**config.mk**
```make
export PLATFORM = sky130hd
export DESIGN_NAME = systemx_share_codec_flat
export DESIGN_NICKNAME = d
export VERILOG_FILES = /design/src/rtl/systemx_share_codec_if.sv /design/src/rtl/systemx_share_codec.sv /design/src/flat_wrapper.sv
export SDC_FILE = /design/constraint.sdc
export NUM_CORES = 1
export LEC_CHECK = 0
export ABC_AREA = 1
export BUFFER_PORTS_ARGS = -buffer_cell sky130_fd_sc_hd__buf_2
export CAP_MARGIN = 20
export CORE_UTILIZATION = 35
export CTS_CLUSTER_DIAMETER = 200
export CTS_CLUSTER_SIZE = 40
export DETAILED_ROUTE_END_ITERATION = 10
export SLEW_MARGIN = 20
export SYNTH_ARGS = -nofsm -noshare
export SYNTH_HDL_FRONTEND = slang
export SYNTH_SLANG_ARGS = --single-unit
```
**constraint.sdc**
```tcl
create_clock -name clk -period 2.55 [get_ports clk]
set_input_delay 0.765 -clock clk [delete_from_list [all_inputs] [get_ports clk]]
set_output_delay 0.765 -clock clk [all_outputs]
set_load 0.05 [all_outputs]
```
**src/rtl/systemx_share_codec_if.sv**
```systemverilog
// Handshake and share bus between the plaintext codec and its neighbours:
// plaintext request in, masked shares/randomness to the core, result out.
interface systemx_share_codec_if;
    logic        in_valid;
    logic        in_ready;
    logic        in_a;
    logic        in_b;
    logic        in_c;
    logic        seed_load;
    logic [15:0] seed_in;
    logic        A0;
    logic        A1;
    logic        B0;
    logic        B1;
    logic        C0;
    logic        C1;
    logic [7:0]  r;
    logic        F0;
    logic        F1;
    logic        out_valid;
    logic        out_ready;
    logic        out_f;
    logic [15:0] txn_count;

    // Codec side
    modport slave (
        input  in_valid, in_a, in_b, in_c, seed_load, seed_in, F0, F1, out_ready,
        output in_ready, A0, A1, B0, B1, C0, C1, r, out_valid, out_f, txn_count
    );

    // Environment side (requester, core and result consumer)
    modport master (
        output in_valid, in_a, in_b, in_c, seed_load, seed_in, F0, F1, out_ready,
        input  in_ready, A0, A1, B0, B1, C0, C1, r, out_valid, out_f, txn_count
    );
endinterface

```
**src/rtl/systemx_share_codec.sv**
```systemverilog
// Plaintext front/back end for the 2-share masked SystemX core: splits a
// plaintext triple into Boolean shares with an LFSR mask, feeds fresh
// randomness, waits the core latency and returns F0^F1 over valid/ready.
module systemx_share_codec #(
    parameter logic [15:0] SEED         = 16'hACE1,
    parameter int unsigned CORE_LATENCY = 1
) (
    input  logic                   clk,
    input  logic                   rst,
    systemx_share_codec_if.slave   bus
);

    localparam logic [15:0] SEED_EFF = (SEED == 16'h0000) ? 16'h0001 : SEED;
    localparam logic [3:0]  LAT      = 4'(CORE_LATENCY);

    typedef enum logic [1:0] {
        IDLE,
        WAIT,
        OUT
    } state_t;

    state_t      state;
    logic [15:0] lfsr;
    logic [3:0]  cnt;

    // Galois right-shift step, taps 16'hB400
    function automatic logic [15:0] lfsr_step(input logic [15:0] l);
        logic [15:0] n;
        n = l >> 1;
        if (l[0]) begin
            n = n ^ 16'hB400;
        end
        return n;
    endfunction

    // Requests are only taken in IDLE, and never while a reseed is pending
    assign bus.in_ready = (state == IDLE) && !bus.seed_load;

    // Transaction FSM with all shares, randomness and result registered
    always_ff @(posedge clk or posedge rst) begin
        if (rst) begin
            state         <= IDLE;
            lfsr          <= SEED_EFF;
            cnt           <= '0;
            bus.A0        <= 1'b0;
            bus.A1        <= 1'b0;
            bus.B0        <= 1'b0;
            bus.B1        <= 1'b0;
            bus.C0        <= 1'b0;
            bus.C1        <= 1'b0;
            bus.r         <= '0;
            bus.out_f     <= 1'b0;
            bus.out_valid <= 1'b0;
            bus.txn_count <= '0;
        end else begin
            case (state)
                IDLE: begin
                    if (bus.seed_load) begin
                        lfsr <= (bus.seed_in == 16'h0000) ? 16'h0001 : bus.seed_in;
                    end else if (bus.in_valid) begin
                        bus.A0 <= lfsr[0];
                        bus.A1 <= bus.in_a ^ lfsr[0];
                        bus.B0 <= lfsr[1];
                        bus.B1 <= bus.in_b ^ lfsr[1];
                        bus.C0 <= lfsr[2];
                        bus.C1 <= bus.in_c ^ lfsr[2];
                        bus.r  <= lfsr[10:3];
                        lfsr   <= lfsr_step(lfsr);
                        cnt    <= '0;
                        state  <= WAIT;
                    end
                end
                WAIT: begin
                    if (cnt == LAT) begin
                        bus.out_f     <= bus.F0 ^ bus.F1;
                        bus.out_valid <= 1'b1;
                        state         <= OUT;
                    end else begin
                        cnt <= cnt + 4'd1;
                    end
                end
                OUT: begin
                    if (bus.out_ready) begin
                        bus.out_valid <= 1'b0;
                        bus.txn_count <= bus.txn_count + 16'd1;
                        state         <= IDLE;
                    end
                end
                default: state <= IDLE;
            endcase
        end
    end

endmodule

```
**src/flat_wrapper.sv**
```systemverilog
// flat-port wrapper written by rule: the top's interface ports become plain ports
module systemx_share_codec_flat 
#(
    parameter logic [15:0] SEED         = 16'hACE1,
    parameter int unsigned CORE_LATENCY = 1
)
  (clk, rst, bus_in_valid, bus_in_a, bus_in_b, bus_in_c, bus_seed_load, bus_seed_in, bus_F0, bus_F1, bus_out_ready, bus_in_ready, bus_A0, bus_A1, bus_B0, bus_B1, bus_C0, bus_C1, bus_r, bus_out_valid, bus_out_f, bus_txn_count);
  systemx_share_codec_if bus_i ();
  input  logic clk;
  input  logic rst;
  input wire logic [$bits(bus_i.in_valid)-1:0] bus_in_valid;
  input wire logic [$bits(bus_i.in_a)-1:0] bus_in_a;
  input wire logic [$bits(bus_i.in_b)-1:0] bus_in_b;
  input wire logic [$bits(bus_i.in_c)-1:0] bus_in_c;
  input wire logic [$bits(bus_i.seed_load)-1:0] bus_seed_load;
  input wire logic [$bits(bus_i.seed_in)-1:0] bus_seed_in;
  input wire logic [$bits(bus_i.F0)-1:0] bus_F0;
  input wire logic [$bits(bus_i.F1)-1:0] bus_F1;
  input wire logic [$bits(bus_i.out_ready)-1:0] bus_out_ready;
  output wire logic [$bits(bus_i.in_ready)-1:0] bus_in_ready;
  output wire logic [$bits(bus_i.A0)-1:0] bus_A0;
  output wire logic [$bits(bus_i.A1)-1:0] bus_A1;
  output wire logic [$bits(bus_i.B0)-1:0] bus_B0;
  output wire logic [$bits(bus_i.B1)-1:0] bus_B1;
  output wire logic [$bits(bus_i.C0)-1:0] bus_C0;
  output wire logic [$bits(bus_i.C1)-1:0] bus_C1;
  output wire logic [$bits(bus_i.r)-1:0] bus_r;
  output wire logic [$bits(bus_i.out_valid)-1:0] bus_out_valid;
  output wire logic [$bits(bus_i.out_f)-1:0] bus_out_f;
  output wire logic [$bits(bus_i.txn_count)-1:0] bus_txn_count;
  assign bus_i.in_valid = bus_in_valid;
  assign bus_i.in_a = bus_in_a;
  assign bus_i.in_b = bus_in_b;
  assign bus_i.in_c = bus_in_c;
  assign bus_i.seed_load = bus_seed_load;
  assign bus_i.seed_in = bus_seed_in;
  assign bus_i.F0 = bus_F0;
  assign bus_i.F1 = bus_F1;
  assign bus_i.out_ready = bus_out_ready;
  assign bus_in_ready = bus_i.in_ready;
  assign bus_A0 = bus_i.A0;
  assign bus_A1 = bus_i.A1;
  assign bus_B0 = bus_i.B0;
  assign bus_B1 = bus_i.B1;
  assign bus_C0 = bus_i.C0;
  assign bus_C1 = bus_i.C1;
  assign bus_r = bus_i.r;
  assign bus_out_valid = bus_i.out_valid;
  assign bus_out_f = bus_i.out_f;
  assign bus_txn_count = bus_i.txn_count;
  systemx_share_codec #(.SEED(SEED), .CORE_LATENCY(CORE_LATENCY)) u_core (.clk(clk), .rst(rst), .bus(bus_i));
endmodule
```
======== Yosys cells after proc, flatten, opt, wreduce, memory -nomap -nowiden ========
Index checks and enable logic that the tools add are counted.
word-level totals
  output and inout bits ................... 33
  register bits ........................... 54
  bits of input ports ..................... 26
operators by class
  $add $sub $neg .......................... 2
  eq/ne operators ......................... 8
  reduce and logical (&&, ||, !) cells .... 14
  muxes and demuxes ....................... 16
  bitwise gates (word level) .............. 6
operator list
  kind                                                             count
  16-bit two-way mux                                               4
  16-bit by 1-bit adder with 16-bit output, second input constant  1
  16-bit logical NOT                                               1
  4-bit two-way mux                                                3
  2-bit two-way mux                                                4
  2-bit != test, second input constant                             4
  4-bit one-hot mux with 2 select lines                            1
  4-bit AND reduction                                              2
  2-bit one-hot mux with 3 select lines                            1
  2-bit AND reduction                                              3
  3-bit AND reduction                                              2
  2-bit nonzero test                                               3
  4-bit by 1-bit adder with 4-bit output, second input constant    1
  4-bit by 1-bit == test with 1-bit output, second input constant  1
  3-bit inverter with 4-bit output                                 1
  1-bit bitwise XOR                                                4
  2-bit by 1-bit == test with 1-bit output, second input constant  1
  2-bit == test, second input constant                             1
  2-bit logical NOT                                                1
  1-bit two-way mux                                                2
  2-bit by 1-bit != test with 1-bit output, second input constant  1
  1-bit one-hot mux with 2 select lines                            1
  1-bit logical AND                                                1
  1-bit logical NOT                                                1
  1-bit inverter                                                   1

======== Longest topological paths before layout ========
  word-level depth ........................ 4
  depth in mapped cells ................... 9
  gate-level depth less buffers ........... 8

======== Least setup slack after synthesis ========
No wires, ideal clock.
  path kind ............................... input port to output port
  from .................................... input port bus_seed_load
  to ...................................... output port bus_in_ready
  data arrival time ....................... 1.969 ns
  setup slack ............................. -0.184 ns
  cell stages on the path ................. 2
  cell sequence ........................... buf_2 -> nor3_1
on the way
  word-level cells in the longest chain between the ends .. 2
RTL lines
  what               line                       RTL
  from (decl)        flat_wrapper.sv:15         input wire logic [$bits(bus_i.seed_load)-1:0] bus_seed_load;
  1-bit logical NOT  systemx_share_codec.sv:37  assign bus.in_ready = (state == IDLE) && !bus.seed_load;
  1-bit logical AND  systemx_share_codec.sv:37
  to (decl)          flat_wrapper.sv:20         output wire logic [$bits(bus_i.in_ready)-1:0] bus_in_ready;
Every way passes these cells.

======== Worst setup path in the final report ========
Ends and elaborated chain as after synthesis.

==> insert_results.sql <==
INSERT INTO impl_metrics (metric_group, metric, value, unit) VALUES
('cells_and_area', 'mostFrequentLayoutCells', 'nand2_1, buf_2, o21ai_0, dfrtp_1, inv_1', ''),
('global_routing', 'overflow', '0', ''),
('sta', 'worst_clock_skew', '0.0107', 'ns'),
('cts', 'worst_setup_hold_path_clk_slew', '0.10', 'ns'),
('cts', 'bufs_on_longest_clock_path', '2', ''),
('placed_design', 'gpl.final_weighted_congestion', '0.775', ''),
('pwr', 'power.combinational.fraction', '43.5', '%'),
('cells_and_area', 'most_common_library_cell_in_the_layout_ignoring_fill_and_taps', 'nand2_1', ''),
('setup_path', 'timing.critical_path.arrival', '1.34', 'ns'),
('cts', 'clock_tree.htree_level_count', '2', ''),
('pwr', 'cellInternalPower', '0.00177', 'W'),
('synth', 'postSynthCellCount', '311', ''),
('global_routing', 'groute.usage.overall', '15.7', '%'),
('routing', 'drt_drc_violations_left', '0', ''),
('routing', 'post_drt_via_cell_ratio', '4.58', ''),
('cts', 'cts_tree', 'done', ''),
('sta', 'fmax', '0.476', 'GHz'),
('synth', 'syn-cell-area', '2590', 'um2'),
('setup_path', 'cp.buffers_inverters', '2', ''),
('global_routing', 'grt_start_max_net_pins', '36', ''),
('global_routing', 'grt_antenna_before_repair', '0', ''),
('sta', 'setup_violations', '0', ''),
('pwr', 'power_density', '1070', 'nW/um2'),
('pwr', 'ir_drop', '0.466', 'mV'),
('floorplanning', 'starting_utilization_of_the_core_area', '37.1', '%'),
('sta', 'fin_ws', '0.449', 'ns'),
('synth', 'syn_area_per_cell', '8.32', 'um2'),
('setup_path', 'cp_data_required_time', '1.79', 'ns'),
('setup_path', 'critical_path.reg2reg.startpoint', 'u_core.state[1]', ''),
('pwr', 'report.power.total', '0.00331', 'W'),
('setup_path', 'worstRegToRegCells', '5', ''),
('cts', 'clock_sinks', '54', ''),
('cts', 'postCtsSetupBuffers', '0', ''),
('sta', 'finalHoldViolations', '0', ''),
('sta', 'rsz0062_at_grt', 'false', ''),
('setup_path', 'reg2reg_setup_slack', '0.79', 'ns'),
('floorplanning', 'core-area', '6980', 'um2'),
('routing', 'route.vias.total', '2145', ''),
('setup_path', 'cpPeakStageDelay', '0.28', 'ns'),
('sta', 'timing.max_slew.rel_slack', '66.8', '%'),
('sta', 'final-max-slew-violation-count', '0', ''),
('sta', 'setup_total_negative_slack', '0', 'ns'),
('synth', 'synth-warning-count', '0', ''),
('setup_path', 'critical_path.most_common_cell', 'buf_2', ''),
('floorplanning', 'die-width', '88', 'um'),
('synth', 'ys_ff_latch', '54', ''),
('cts', 'numCtsBuffers', '5', ''),
('setup_path', 'path_delay_family', 'buffers and inverters', ''),
('cts', 'worst_skew_pair.late_latency', '0.31', 'ns'),
('setup_path', 'cp_slowest_cell', 'buf_2', ''),
('status', 'run_status', 'complete, no violations', ''),
('routing', 'postRouteAntennaNets', '0', ''),
('sta', 'max_slew.worst_pin.slew', '0.496', 'ns'),
('floorplanning', 'die_area', '7740', 'um2'),
('global_routing', 'wire_length_of_the_first_global_routing_pass', '9.47', 'mm'),
('pwr', 'seqPwrFrac', '41.7', '%'),
('routing', 'detail_route.iter0.violations', '75', ''),
('setup_path', 'cells_traversed_along_the_worst_timing_path', 'buf_2 -> nor3_2 -> buf_2', ''),
('floorplanning', 'floorplan.die.height', '88', 'um'),
('cells_and_area', 'multiInputGateArea', '1050', 'um2'),
('floorplanning', 'placementRows', '30', ''),
('cells_and_area', 'drive_gt1_share', '22.8', '%'),
('hold_path', 'hp-class', 'primary input to async pin', ''),
('placed_design', 'place.detailed.hpwl', '4.03', 'mm'),
('setup_path', 'critical_setup_path_class', 'primary input to primary output', ''),
('pwr', 'power.leakage', '1.54', 'nW'),
('cts', 'postCtsResizedCells', '0', ''),
('setup_path', 'end_kind', 'primary output', ''),
('setup_path', 'start_kind', 'primary input', ''),
('job', 'cap_violations', '0', ''),
('pwr', 'switchingPower', '0.00154', 'W');
-- synthesized netlist by cell type, drive strengths merged --
cell    instances  area share, %
nand4           2           0.48
a21oi          16            3.1
nor2           33            5.1
dfstp           8            8.1
clkbuf          4           0.58
o21ai          50            9.8
nor3            2           0.39
nand3          11            2.6
dfrtp          46             44
buf             5           0.97
xor2            8            2.7
xnor2           8            2.7
ha              3            1.5
o211ai          5            1.5
inv            38            5.5
nand3b          1           0.29
nand2          71             10
-- logic make-up (layout without fill, tap and decap cells) --
family / Yosys count / count (layout) / synth area share [%]
xor+xnor: 16 / 16 / 5.41
compound gates: 71 / 71 / 14.4
simple gates: 120 / 120 / 19.1
buf+inv: 47 / 108 / 7.06
fa+ha+maj: 3 / 3 / 1.45
flops: 54 / 54 / 52.6
-- area by class of cell --
class / instances / area share (%)
repair buffers: 62 / 10.7
well taps: 96 / 3.88
flip-flops and latches: 54 / 43.9
clock buffers: 5 / 2.22
inverters: 38 / 4.60
multi-input cells: 210 / 33.9
clock inverters: 3 / 0.767
-- worst max path at each step --
stage / from / endpoint / slack (ns) / cells past startpoint
floorplan: bus_seed_load / bus_in_ready / 0.25 / 2
global placement: bus_seed_load / bus_in_ready / 0.45 / 3
detailed placement: bus_seed_load / bus_in_ready / 0.44 / 3
CTS: bus_seed_load / bus_in_ready / 0.44 / 3
global route: bus_seed_load / bus_in_ready / 0.40 / 3
finish: bus_seed_load / bus_in_ready / 0.45 / 3
-- metal layers --
layer | part of all wire (%) | GRT usage (%) | vias to the layer above
met2 | 45 | 25.7 | 46
met4 | 0.57 | 3.58 | 0
met5 | 0 | 0 | -
met1 | 51 | 21.6 | 982
met3 | 3.7 | 3.02 | 4
li1 | - | - | 1113
-- metrics by stage --
stage | std cells | util, % | instance area, um2 | hold WS, ns
after global routing | 468 | 44.4 | 3100 | 0.477
after CTS | 468 | 44.4 | 3100 | 0.458
final | 468 | 44.4 | 3100 | 0.446
after floorplan | 311 | - | 2590 | 0.453
after detailed placement | 460 | 43.1 | 3010 | 0.469
after global placement | 460 | 43.1 | 3010 | 0.464
-- state kept, by name, summed over array words and instances, names as in the netlist --
| name | flops |
|---|---|
| u_core.bus.A0 | 1 |
| u_core.bus.A1 | 1 |
| u_core.bus.B0 | 1 |
| u_core.bus.B1 | 1 |
| u_core.bus.C0 | 1 |
| u_core.bus.C1 | 1 |
| u_core.bus.out_f | 1 |
| u_core.bus.out_valid | 1 |
| u_core.bus.r | 8 |
| u_core.bus.txn_count | 16 |
| u_core.cnt | 4 |
| u_core.lfsr | 16 |
| u_core.state | 2 |
-- power by group through the flow --
stage / clock network (W) / registers (W) / logic [W]
detailed placement: 0 / 0.00140 / 0.00145
finish: 0.000490 / 0.00138 / 0.00144
global route: 0.000541 / 0.00142 / 0.00161
CTS: 0.000509 / 0.00138 / 0.00145
global placement: 0 / 0.00139 / 0.00143
floorplan: 0 / 0.00184 / 0.000631
Note: power is estimated with default switching activity, not from simulation.
